File: config.mk
export PLATFORM = sky130hd
export DESIGN_NAME = adc_multi_controller
export DESIGN_NICKNAME = d
export VERILOG_FILES = /design/src/rtl/adc_multi_controller.sv
export SDC_FILE = /design/constraint.sdc
export NUM_CORES = 1
export LEC_CHECK = 0
export ABC_CLOCK_PERIOD_IN_PS = 2800
export BUFFER_PORTS_ARGS = -buffer_cell sky130_fd_sc_hd__buf_2
export CORE_MARGIN = 4
export CORE_UTILIZATION = 55
export CTS_CLUSTER_SIZE = 14
export DETAILED_ROUTE_END_ITERATION = 6
export GPL_ROUTABILITY_DRIVEN = 0
export PLACE_DENSITY_LB_ADDON = 0.1
export SYNTH_ARGS = -nofsm -noshare
export SYNTH_HDL_FRONTEND = slang
export SYNTH_SLANG_ARGS = --single-unit
File: constraint.sdc
create_clock -name clk -period 2.8 [get_ports clk]
set_input_delay 0.56 -clock clk [delete_from_list [all_inputs] [get_ports clk]]
set_output_delay 0.56 -clock clk [all_outputs]
set_load 0.05 [all_outputs]
File: src/rtl/adc_multi_controller.sv
// Multi-channel ADC sequencer: starts conversions on a shared mclk, waits for
// the wired-OR busy to drop, clocks all sdo lines in parallel on a shared
// sclk and optionally sums n+1 conversions per channel.
module adc_multi_controller #(
  parameter int DATA_WIDTH   = 20,
  parameter int NUM_CH       = 2,
  parameter int ACC_WIDTH    = 36,   // must be >= DATA_WIDTH+16
  parameter int MCLK_CYCLES  = 2,
  parameter int SCLK_DIV     = 2,
  parameter int BUSY_TIMEOUT = 255
) (
  input  logic                           clk,
  input  logic                           reset,
  input  logic                           go,
  input  logic                           avg_en,
  input  logic [15:0]                    n,
  output logic                           ready,
  output logic                           done,
  output logic                           error,
  output logic [NUM_CH*ACC_WIDTH-1:0]    data,
  output logic                           mclk,
  input  logic                           busy,
  output logic                           sclk,
  input  logic [NUM_CH-1:0]              sdo
);

  typedef enum logic [2:0] {IDLE, CONVERT, WAIT_BUSY, READ, ACCUM, DONE} state_t;

  localparam int TMAX = (MCLK_CYCLES > BUSY_TIMEOUT) ? MCLK_CYCLES : BUSY_TIMEOUT;
  localparam int TW   = $clog2(TMAX + 1);
  localparam int HW   = $clog2(SCLK_DIV + 1);
  localparam int BW   = $clog2(DATA_WIDTH + 1);

  state_t                               state, state_nxt;
  logic [TW-1:0]                        tmr;      // cycles spent in CONVERT / WAIT_BUSY
  logic [HW-1:0]                        hc;       // position inside an sclk half-period
  logic                                 hi;       // current sclk half (1 = high)
  logic [BW-1:0]                        bc;       // sclk period index
  logic                                 avg_q;
  logic [15:0]                          n_q;
  logic [16:0]                          cnt;      // completed conversions
  logic [NUM_CH-1:0][DATA_WIDTH-1:0]    shreg;
  logic [NUM_CH-1:0][ACC_WIDTH-1:0]     acc, acc_nxt;

  logic mclk_end, busy_ok, busy_to, half_end, bit_rise, read_end, last_conv;

  assign mclk_end  = tmr == TW'(MCLK_CYCLES - 1);
  assign busy_ok   = (tmr != '0) && !busy;          // first WAIT_BUSY cycle ignores busy
  assign busy_to   = busy && (tmr >= TW'(BUSY_TIMEOUT));
  assign half_end  = hc == HW'(SCLK_DIV - 1);
  assign bit_rise  = !hi && half_end;               // sclk goes 0->1 on this edge
  assign read_end  = hi && half_end && (bc == BW'(DATA_WIDTH - 1));
  // The ACCUM now in progress completes conversion cnt+1; stop once that is n+1.
  assign last_conv = !avg_q || (cnt == {1'b0, n_q});

  assign ready = state == IDLE;
  assign mclk  = state == CONVERT;
  assign sclk  = (state == READ) && hi;
  assign done  = state == DONE;
  assign error = (state == WAIT_BUSY) && busy_to;

  // Per-channel sum with the sample sign-extended to the accumulator width.
  always_comb begin
    acc_nxt = acc;
    for (int k = 0; k < NUM_CH; k++)
      acc_nxt[k] = acc[k] + {{(ACC_WIDTH-DATA_WIDTH){shreg[k][DATA_WIDTH-1]}}, shreg[k]};
  end

  // Next-state logic.
  always_comb begin
    state_nxt = state;
    case (state)
      IDLE:      if (go) state_nxt = CONVERT;
      CONVERT:   if (mclk_end) state_nxt = WAIT_BUSY;
      WAIT_BUSY: if (busy_ok) state_nxt = READ;
                 else if (busy_to) state_nxt = IDLE;
      READ:      if (read_end) state_nxt = ACCUM;
      ACCUM:     state_nxt = last_conv ? DONE : CONVERT;
      DONE:      state_nxt = IDLE;
      default:   state_nxt = IDLE;
    endcase
  end

  // State register, sequencing counters and datapath.
  always_ff @(posedge clk) begin
    if (reset) begin
      state <= IDLE;
      tmr   <= '0;
      hc    <= '0;
      hi    <= 1'b0;
      bc    <= '0;
      avg_q <= 1'b0;
      n_q   <= '0;
      cnt   <= '0;
      shreg <= '0;
      acc   <= '0;
      data  <= '0;
    end else begin
      state <= state_nxt;
      tmr   <= (state_nxt == state && (state == CONVERT || state == WAIT_BUSY)) ? tmr + 1'b1 : '0;
      case (state)
        IDLE: if (go) begin
          avg_q <= avg_en;
          n_q   <= n;
          cnt   <= '0;
          acc   <= '0;
        end
        READ: begin
          hc <= half_end ? '0 : hc + 1'b1;
          if (half_end) hi <= !hi;
          if (read_end) bc <= '0;
          else if (hi && half_end) bc <= bc + 1'b1;
          if (bit_rise)
            for (int k = 0; k < NUM_CH; k++)
              shreg[k] <= {shreg[k][DATA_WIDTH-2:0], sdo[k]};
        end
        ACCUM: begin
          acc <= acc_nxt;
          cnt <= cnt + 1'b1;
          // Output register is loaded on entry to DONE so data is valid with done.
          if (last_conv) data <= acc_nxt;
        end
        default: ;
      endcase
    end
  end

endmodule
==> metrics.md, run 1 <==
| Metric | Value |
|---|---|
| Status | completed |
| Clock Path Buffers | 3 |
| Die Footprint | 25300 µm² |
| Power per cell area | 459 nW/µm² |
| Worst Path Required | 3.23 ns |
| Initial cell density of the core | 0.556 |
| Worst R2R Start | shreg[17] |
| Clock Skews | 0.00825 ns |
| Number of global-route vias before repair | 10800 |
| Ports | 100 |
| CTS tree | yes |
| DP HPWL | 21900 µm |
| Min-Delay Endpoint | n_q[9] |
| Post-Layout Inst Area | 15200 µm² |
| Worst reg2reg path depth | 12 |
| Flops & latches, synth | 237 |
| Area grow syn2layout | 21.2% |
| Post-synthesis cell count | 1582 |
| Hold wc startpoint | n[9] |
| Clock slew at reported path FFs | 0.06 ns |
| Die height | 159 µm |
| Clk sink count | 237 |
| DRC Markers | 0 |
| Chip width | 159 µm |
| Most frequent cells in the layout | nand2_1, dfxtp_1, a21oi_1, nor2_1, buf_2 |
| Slew headroom | 0.390 |
| Fraction of layout cells with a size suffix above 1 | 0.201 |
| Crit path DAT | 3.20 ns |
| Maximum fanout along the worst path | 3 |
| Diodes inserted | 0 |
| Core area | 22600 µm² |
| Fin cells | 2008 |
| Worst R2R Setup Slack | 0.03 ns |
| Net Count, Synth | 1682 |
| Maximum clock frequency | 361 MHz |
| Wire per inst | 15.9 µm |
| Hold Buf Count CTS | 0 |
| Total count of hold-check failures in the final report | 0 |
| Total vias in the final route | 11500 |
| Fin crit period | 2.77 ns |
| Setup crit start kind | flip-flop |
| Peak supply drop | 423 µV |
| Initial DRC count | 691 |
| Ys async rst share | 0 |
| Leak Pwr | 6.39 nW |
| Sequential share of the synthesized area | 0.378 |
| Worst slew pin tran | 0.915 ns |
| Ratio of final minimum period to clock period | 0.989 |
| Worst Hold Class | input port to flip-flop |
| Power consumption | 6.99 mW |
| Worst-Skew Late Latency | 0.54 ns |
| Most common cell after layout, fill and taps aside | nand2_1 |
| Kind of critical path | flip-flop to flip-flop |
| Std-Cell Rows | 55 |
| RSZ-0062 raised after global routing | yes |
| WHS Path Cells | 3 |
| Yosys warns | 0 |
| Cts bufs inserted | 26 |
| Yosys cell types | 62 |
| GRT Util Overall | 0.239 |
| Syn Area/Cell | 7.93 µm² |
| Pin count of the biggest net entering global routing | 74 |
| Setup-violating endpoint count in the final report | 0 |
| Clock root buffer master | clkbuf_16 |
| H-tree depth | 1 |
| Max-cap violations | 0 |
| Ys flop type | dfxtp_1 |
| Endpoint kind of the worst setup timing path | flip-flop |
| GR Overflow Total | 0 |
| Slew Viols, Final | 0 |
| I/O Buffers | 99 |
| Pre-antenna DRT Iters | 5 |
| Via density | 5.71 |
| Crit Reg-Reg Endpoint | data[30] |
| Placed Cells | 1951 |
| Hold Worst Slack | 0.256 ns |
| Cell area after technology mapping | 12600 µm² |
| Final Net Count | 1805 |
| Initial antenna violation count | 0 |
| Placed Area | 13700 µm² |
| Antenna-violating nets left | 0 |
| First-pass GRT wire length | 52600 µm |
| EDFF count, synth | 0 |
| WL final | 31900 µm |
[cell families (layout without fill, tap and decap cells)]
logic type | count (synthesis) | in the layout | share of synthesized area
AOI/OAI and AO/OA | 453 | 453 | 0.229
and+or+nand+nor | 592 | 592 | 0.209
xor gates and xnor gates | 94 | 94 | 0.0656
buffers and inverters | 127 | 268 | 0.0382
DFF | 237 | 237 | 0.378
muxes | 2 | 2 | 0.00159
adders and majority gates | 77 | 77 | 0.0780
[flip-flops by register name (all words and copies together), names as in the netlist, 3 cells and up]
name   cells
acc       72
bc         5
cnt       17
n_q       16
shreg     40
state      3
data      72
tmr        8
[final cells by class]
type,instances,area [µm²]
Clock buffer,40,773
Clock inverter,6,68.8
Fill cell,1982,7350
Inverter,31,116
Multi-Input combinational cell,1218,7900
Sequential cell,237,4770
Tap cell,285,357
Timing Repair Buffer,191,1230
[worst max-delay path, cell delays in order (launching register included)]
cell and delay (ns):
dfxtp_1 0.33, ha_1 0.32, a21oi_2 0.20, o21bai_1 0.10, a21o_1 0.19, a21o_1 0.19
a21oi_2 0.17, buf_4 0.16, o31a_1 0.22, o32a_1 0.24, o21ai_2 0.09, buf_4 0.15
a221o_1 0.30
[worst max-delay path by stage]
stage	start	end	slack, ns	cells after the start
3_5_place_dp	shreg[0]	acc[32]	-0.18	13
3_3_place_gp	shreg[0]	acc[32]	-0.1	13
6_report	shreg[17]	data[30]	0.03	12
2_1_floorplan	shreg[0]	data[30]	0.01	13
4_1_cts	acc[0]	acc[30]	-0.02	15
5_1_grt	acc[1]	data[28]	-0.15	13
[synthesized netlist by cell type, types with 5 or more instances]
cell type | count | area (µm²)
clkbuf_1 | 90 | 338
a21oi_1 | 223 | 1120
o21a_1 | 9 | 67.6
nand4_1 | 21 | 131
nor3_1 | 28 | 140
and3_1 | 12 | 75.1
o211ai_1 | 5 | 37.5
o21bai_1 | 6 | 45.0
dfxtp_1 | 237 | 4740
o21ai_0 | 36 | 180
xor2_1 | 43 | 377
a22oi_1 | 13 | 97.6
o21ai_1 | 14 | 70.1
nand2_1 | 302 | 1130
a211oi_1 | 9 | 67.6
nor4_1 | 8 | 50.1
nand2b_1 | 10 | 62.6
a22o_1 | 37 | 324
a31oi_1 | 14 | 87.6
xnor2_1 | 51 | 447
ha_1 | 75 | 938
and2_1 | 6 | 37.5
nor2_1 | 100 | 375
nor2b_1 | 13 | 81.3
inv_1 | 31 | 116
nand3_1 | 60 | 300
a21o_1 | 44 | 330
o31ai_1 | 6 | 45.0
or2_2 | 5 | 31.3
or4_1 | 5 | 37.5
or3_1 | 6 | 37.5
[metal layers]
metal	vias up	wire length (µm)	global-route usage
li1	5803	-	-
met4	0	643	0.0572
met1	5335	14500	0.326
met3	54	1590	0.0293
met5	-	0	0
met2	266	15100	0.406
[timing repair]
| action | in CTS | in global routing |
|---|---|---|
| setup buffers | 2 | 10 |
| pin swaps | 10 | 52 |
| setup endpoints to repair | 16 | 51 |
| gates resized for setup | 8 | 100 |
[power by group]
| part | switching (mW) | total (mW) | internal [mW] |
|---|---|---|---|
| Combinational | 0.170 | 0.237 | 0.0670 |
| Clock | 1.36 | 3.34 | 1.98 |
| Sequential | 0.0190 | 3.41 | 3.39 |
| Total | 1.55 | 6.99 | 5.44 |
[per-stage QoR]
stage | setup slack, ns | util | TNS [ns]
floorplan | 0.0142 | - | 0
CTS | -0.0217 | 0.648 | -0.0349
global route | -0.150 | 0.674 | -1.24
finish | 0.0315 | 0.674 | 0
global placement | -0.0993 | 0.608 | -0.341
detailed placement | -0.177 | 0.608 | -0.847
Note: power is estimated with default switching activity, not from simulation.
==> run 2: changes to the inputs <==
REMOVE_ABC_BUFFERS = 1   (was unset)
==> run 2 against run 1 <==
  * The flow now finishes with violations (setup timing)
  * First-iteration DRC count shrank 20%
  * Global-route usage increased by 0.54 points
  * Via count is 1.5% higher
  * Total power is 1.5% higher
  * Wire length increased by 1.8%
  * Critical path type unchanged
  * Flip-flop and latch count did not move
  * Critical path depth is 2 higher
  * Count of clock-buffer cells in the layout is 2 lower
  * Sequential power hardly changed
  * Fmax fell by 3.6%
  * Register-to-register slack got worse by 0.10 ns
==> metrics.md, run 2 (synthesis results as in run 1) <==
| Metric | Value |
|---|---|
| Status | finished with violations |
| Violated checks | setup timing |
| Via density | 5.70 (-0.13%) |
| Number of global-route vias before repair | 11300 (+4.2%) |
| WHS Path Cells | 3 (unchanged) |
| Clock Path Buffers | 3 (unchanged) |
| Post-place setup slack | -0.198 ns (-0.0209 ns) |
| Final Net Count | 1837 (+1.8%) |
| Die Footprint | 25300 µm² (unchanged) |
| Core area | 22600 µm² (unchanged) |
| Endpoint kind of the worst setup timing path | flip-flop |
| Total count of hold-check failures in the final report | 0 (unchanged) |
| Cts bufs inserted | 25 (-3.8%) |
| GRT Util Overall | 0.244 (+0.00539) |
| Most common cell after layout, fill and taps aside | nand2_1 |
| Most frequent cells in the layout | nand2_1, dfxtp_1, a21oi_1, buf_4 |
| Crit Reg-Reg Endpoint | data[28] |
| Critical path's slowest cell | fa_2 |
| RSZ-0062 raised after global routing | yes |
| Clock Skews | 0.0101 ns (+0.00183 ns) |
| Initial cell density of the core | 0.556 (unchanged) |
| I/O Buffers | 99 (unchanged) |
| Std-Cell Rows | 55 (unchanged) |
| Clock root buffer master | clkbuf_16 |
| Initial DRC count | 556 (-20%) |
| Worst reg2reg path depth | 14 (+2) |
| Power per cell area | 462 nW/µm² (+0.63%) |
| Chip width | 159 µm (unchanged) |
| Crit path DAT | 3.28 ns (+0.08 ns) |
| Setup-violating endpoint count in the final report | 7 (+7) |
| Leak Pwr | 6.58 nW (+2.9%) |
| Peak supply drop | 492 µV (+16%) |
| Fin cells | 2040 (+1.6%) |
| Area grow syn2layout | 22.3% |
| GR Overflow Total | 0 (unchanged) |
| CP max stage delay | 0.36 ns (+0.03 ns) |
| Setup crit start kind | flip-flop |
| Layout fillers | 1941 (-2.1%) |
| Clock slew at reported path FFs | 0.06 ns (about the same) |
| Ports | 100 (unchanged) |
| Diodes inserted | 0 (unchanged) |
| Total vias in the final route | 11600 (+1.5%) |
| Ratio of final minimum period to clock period | 1.03 (+0.0372) |
| Power consumption | 7.10 mW (+1.5%) |
| Slew headroom | 0.290 (-0.101) |
| Fin crit period | 2.87 ns (+0.104 ns) |
| DP HPWL | 22200 µm (+1.2%) |
| Maximum fanout along the worst path | 3 (unchanged) |
| Post-route setup slack | -0.0727 ns (-0.104 ns) |
| CTS tree | yes |
| Biggest regs | acc: 72 flops, data: 72 flops, shreg: 40 flops |
| Worst-Skew Late Latency | 0.52 ns (-0.02 ns) |
| First-pass GRT wire length | 53700 µm (+2.2%) |
| Pin count of the biggest net entering global routing | 120 (+62%) |
| Min-Delay Endpoint | avg_q |
| Fraction of layout cells with a size suffix above 1 | 0.209 (+0.00773) |
| Placed Cells | 1980 (+1.5%) |
| Pre-antenna DRT Iters | 5 (unchanged) |
| Die height | 159 µm (unchanged) |
| Hold wc startpoint | avg_en |
| Worst Path Required | 3.20 ns (-0.03 ns) |
| Post-Layout Inst Area | 15400 µm² (+0.90%) |
| DRC Markers | 0 (unchanged) |
| Worst R2R Start | acc[0] |
| Cells along the critical path | ha_4, inv_2, fa_2, nor2b_2, o21ai_2, a21boi_2, o31ai_4, a211oi_2, buf_4, nor3b_4, o32a_1, o21bai_1, xor2_1, a22o_1 |
| Max-cap violations | 0 (unchanged) |
| Wire per inst | 15.9 µm (+0.21%) |
| Initial antenna violation count | 0 (unchanged) |
| Kind of critical path | flip-flop to flip-flop |
| Antenna-violating nets left | 0 (unchanged) |
| Maximum clock frequency | 348 MHz (-3.6%) |
| Worst R2R Setup Slack | -0.07 ns (-0.10 ns) |
| Worst slew pin tran | 1.06 ns (+0.147 ns) |
| Placed Area | 13900 µm² (+1.3%) |
| Hold Buf Count CTS | 0 (unchanged) |
| Worst Hold Class | input port to flip-flop |
| H-tree depth | 1 (unchanged) |
| Slew Viols, Final | 0 (unchanged) |
| Clk sink count | 237 (unchanged) |
| WL final | 32400 µm (+1.8%) |
[run 2: cell count changes in the layout (fill, tap and decap cells not counted), sizes merged]
cell / change
bufinv: +1
buf: +33
clkbuf: -2
[run 2: layout make-up]
cell class | count | area [µm²] | share of cell area
clock buffer | 38 | 785 | 0.0511
clock inverter | 7 | 87.6 | 0.00570
inverter | 31 | 116 | 0.00758
multi-input combinational | 1218 | 7770 | 0.506
sequential | 237 | 4760 | 0.310
tap | 285 | 357 | 0.0232
timing repair buffer | 224 | 1480 | 0.0964
[run 2: per-layer routing]
metal / part of all wire / track usage / vias up
met1: 0.45 / 0.321 / 5413
li1: - / - / 5873
met2: 0.47 / 0.425 / 284
met3: 0.051 / 0.0305 / 55
met5: 0 / 0 / -
met4: 0.024 / 0.0635 / 0
[run 2: how the worst max path moves through the flow]
stage | start | cells after the start | end | slack, ns
floorplan | state[0] | 6 | acc[71] | -1.01
global placement | shreg[0] | 13 | acc[32] | -0.17
detailed placement | shreg[0] | 13 | acc[32] | -0.20
CTS | shreg[20] | 13 | data[70] | -0.02
global route | acc[0] | 14 | data[28] | -0.18
finish | acc[0] | 14 | data[28] | -0.07
[run 2: worst max-delay path: cells and delay by family (launching register included)]
kind                       cells  cell delay, ns
DFF                            1            0.35
xor gates and xnor gates       1            0.11
AOI/OAI and AO/OA              7            1.36
buffers and inverters          2            0.23
and+or+nand+nor                2            0.21
adders and majority gates      2            0.51
[run 2: stage by stage]
stage / hold slack, ns / utilization / TNS (ns)
floorplan: 0.426 / - / -71.22
global placement: 0.436 / 0.616 / -1.11
detailed placement: 0.443 / 0.616 / -1.83
CTS: 0.254 / 0.666 / -0.0232
global route: 0.261 / 0.680 / -1.85
finish: 0.274 / 0.680 / -0.246
[run 2: power breakdown]
group          switching (mW)  internal (mW)  total (mW)
Sequential             0.0176           3.39        3.41
Combinational           0.174         0.0674       0.242
Clock                    1.34           2.10        3.45
[run 2: what timing repair did]
item	in CTS	in global routing
gates cloned	0	0
hold endpoints to repair	0	0
resized for setup	36	54
pin swaps	38	41
setup endpoints to repair	31	42
setup buffers	7	9
==> run 3: changes to the inputs <==
PLACE_DENSITY_LB_ADDON = 0.2   (was 0.1)
==> run 3 against run 2 <==
  * The flow still finishes with violations (setup timing)
  * Fmax is 1.4% higher
  * Via count up 1.0%
  * Cell count grew 0.25%
  * Largest cell class unchanged
==> metrics.md, run 3 (synthesis results as in run 1) <==
| Metric | Value |
|---|---|
| Fraction of layout cells with a size suffix above 1 | 0.222 (+0.0136) |
| GRT Util Overall | 0.243 (-0.000979) |
| Antenna-violating nets left | 0 (unchanged) |
| Worst R2R Setup Slack | -0.03 ns (+0.04 ns) |
| Clock Skews | 0.0135 ns (+0.00337 ns) |
| Power per cell area | 462 nW/µm² (about the same) |
| Layout fillers | 1890 (-2.6%) |
| Max-cap violations | 0 (unchanged) |
| First-pass GRT wire length | 53800 µm (about the same) |
| Endpoint kind of the worst setup timing path | flip-flop |
| Ports | 100 (unchanged) |
| Power consumption | 7.20 mW (+1.4%) |
| Final Net Count | 1842 (+0.27%) |
| Worst Setup EP | data[28] |
| Setup crit start | shreg[0] |
| Multi-input logic area | 7930 µm² (+2.2%) |
| Die Footprint | 25300 µm² (unchanged) |
| Wire per inst | 16.2 µm (+2.0%) |
| Maximum fanout along the worst path | 3 (unchanged) |
| Most frequent cells in the layout | nand2_1, dfxtp_1, a21oi_1, buf_4, buf_2 |
| Post-route setup slack | -0.0324 ns (+0.0403 ns) |
| RSZ-0062 raised after global routing | yes |
| H-tree depth | 1 (unchanged) |
| Crit Reg-Reg Endpoint | data[28] |
| Fin crit period | 2.83 ns (-0.0403 ns) |
| Status | finished with violations |
| Worst R2R Start | shreg[0] |
| Clk sink count | 237 (unchanged) |
| Std-Cell Rows | 55 (unchanged) |
| Via density | 5.74 (+0.79%) |
| WL final | 33200 µm (+2.3%) |
| Leak Pwr | 6.67 nW (+1.4%) |
| Violated checks | setup timing |
| Slew headroom | 0.357 (+0.0672) |
| Diodes inserted | 0 (unchanged) |
| Worst Hold Class | input port to flip-flop |
| Worst slew pin tran | 0.961 ns (-0.100 ns) |
| Crit path DAT | 3.25 ns (-0.03 ns) |
| Initial antenna violation count | 0 (unchanged) |
| I/O Buffers | 99 (unchanged) |
| Clock Path Buffers | 3 (unchanged) |
| Ratio of final minimum period to clock period | 1.01 (-0.0144) |
| Initial cell density of the core | 0.556 (unchanged) |
| Cts bufs inserted | 26 (+4.0%) |
| GR Overflow Total | 0 (unchanged) |
| DP HPWL | 22200 µm (about the same) |
| Hold Worst Slack | 0.264 ns (-0.0100 ns) |
| CTS tree | yes |
| Worst Path Required | 3.21 ns (about the same) |
| Biggest regs | acc: 72 flops, data: 72 flops, shreg: 40 flops |
| Setup-violating endpoint count in the final report | 2 (-5) |
| Pin count of the biggest net entering global routing | 105 (-13%) |
| Clock root buffer master | clkbuf_16 |
| DRC Markers | 0 (unchanged) |
| Pre-antenna DRT Iters | 5 (unchanged) |
| Die height | 159 µm (unchanged) |
| Initial DRC count | 597 (+7.4%) |
| Kind of critical path | flip-flop to flip-flop |
| Total vias in the final route | 11700 (+1.0%) |
| Setup crit start kind | flip-flop |
| Sequential cell area | 4770 µm² (+0.16%) |
| Worst reg2reg path depth | 14 (unchanged) |
| Area grow syn2layout | 24.1% |
| Maximum clock frequency | 353 MHz (+1.4%) |
| Peak supply drop | 466 µV (-5.4%) |
| Worst-Skew Late Latency | 0.53 ns (about the same) |
| Number of global-route vias before repair | 11400 (+1.4%) |
| Slew Viols, Final | 0 (unchanged) |
| Hold Buf Count CTS | 0 (unchanged) |
| Core area | 22600 µm² (unchanged) |
| Total count of hold-check failures in the final report | 0 (unchanged) |
| Most common cell after layout, fill and taps aside | nand2_1 |
| Clock slew at reported path FFs | 0.06 ns (about the same) |
| Chip width | 159 µm (unchanged) |
==> run 3: cell types whose count changed in the layout (fill, tap and decap cells not counted), moves of 4 or more <==
cell	previous run	this run
dfxtp_1	224	220
a21oi_2	15	21
clkbuf_1	2	8
a21oi_1	210	201
clkbuf_8	11	6
==> run 3: worst max-delay path, stage by stage, from the launching register on <==
cell	delay, ns
dfxtp_2	0.35
ha_4	0.14
inv_2	0.04
fa_2	0.34
nor2b_2	0.14
o21ai_2	0.08
a21boi_2	0.21
o31ai_4	0.09
a211oi_2	0.18
buf_4	0.17
nor3b_2	0.05
o32a_1	0.41
o21bai_1	0.18
xor2_1	0.11
a22o_1	0.24
==> run 3: worst min-delay path by stage <==
| stage | start | end | slack (ns) | cells after the start |
|---|---|---|---|---|
| after global routing | n[11] | n_q[11] | 0.27 | 3 |
| final | sdo[0] | shreg[0] | 0.26 | 3 |
| after global placement | data[21] | data[21] | 0.44 | 2 |
| after CTS | n[11] | n_q[11] | 0.25 | 3 |
| after floorplan | hc[1] | hc[1] | 0.43 | 2 |
| after detailed placement | data[21] | data[21] | 0.44 | 2 |
==> run 3: cell type report <==
| cell class | count | area share |
|---|---|---|
| clock inverter | 5 | 0.00659 |
| sequential | 237 | 0.306 |
| inverter | 31 | 0.00747 |
| clock buffer | 41 | 0.0506 |
| multi-input combinational | 1218 | 0.509 |
| tap | 285 | 0.0229 |
| timing repair buffer | 228 | 0.0966 |
==> run 3: timing repair <==
item	4_1_cts	5_1_grt
setup buffers	4	16
resized for setup	30	98
pin swaps	32	71
endpoints found under the setup margin	28	48
==> run 3: power breakdown <==
| part | switching (mW) | leakage, nW | total, mW | internal [mW] |
|---|---|---|---|---|
| sequential | 0.0177 | 1.92 | 3.41 | 3.39 |
| combinational | 0.174 | 4.31 | 0.239 | 0.0656 |
| clock | 1.36 | 0.432 | 3.55 | 2.19 |
==> run 3: metal layers <==
metal / global-route usage / up-vias / wire length [µm]
met4: 0.0651 / 0 / 536
met3: 0.0352 / 48 / 1860
met2: 0.426 / 309 / 16300
li1: - / 5887 / -
met1: 0.315 / 5501 / 14400
met5: 0 / - / 0
==> run 3: stage by stage <==
| step | TNS, ns | instance area, µm² | utilization | instances | setup WS, ns |
|---|---|---|---|---|---|
| 2_1_floorplan | -71.22 | 12200 | - | 1486 | -1.01 |
| 3_3_place_gp | -1.03 | 13900 | 0.616 | 1982 | -0.185 |
| 3_5_place_dp | -1.89 | 13900 | 0.616 | 1982 | -0.252 |
| 4_1_cts | -0.121 | 15000 | 0.664 | 2031 | -0.0543 |
| 5_1_grt | -1.46 | 15600 | 0.690 | 2045 | -0.161 |
| 6_report | -0.0433 | 15600 | 0.690 | 2045 | -0.0324 |
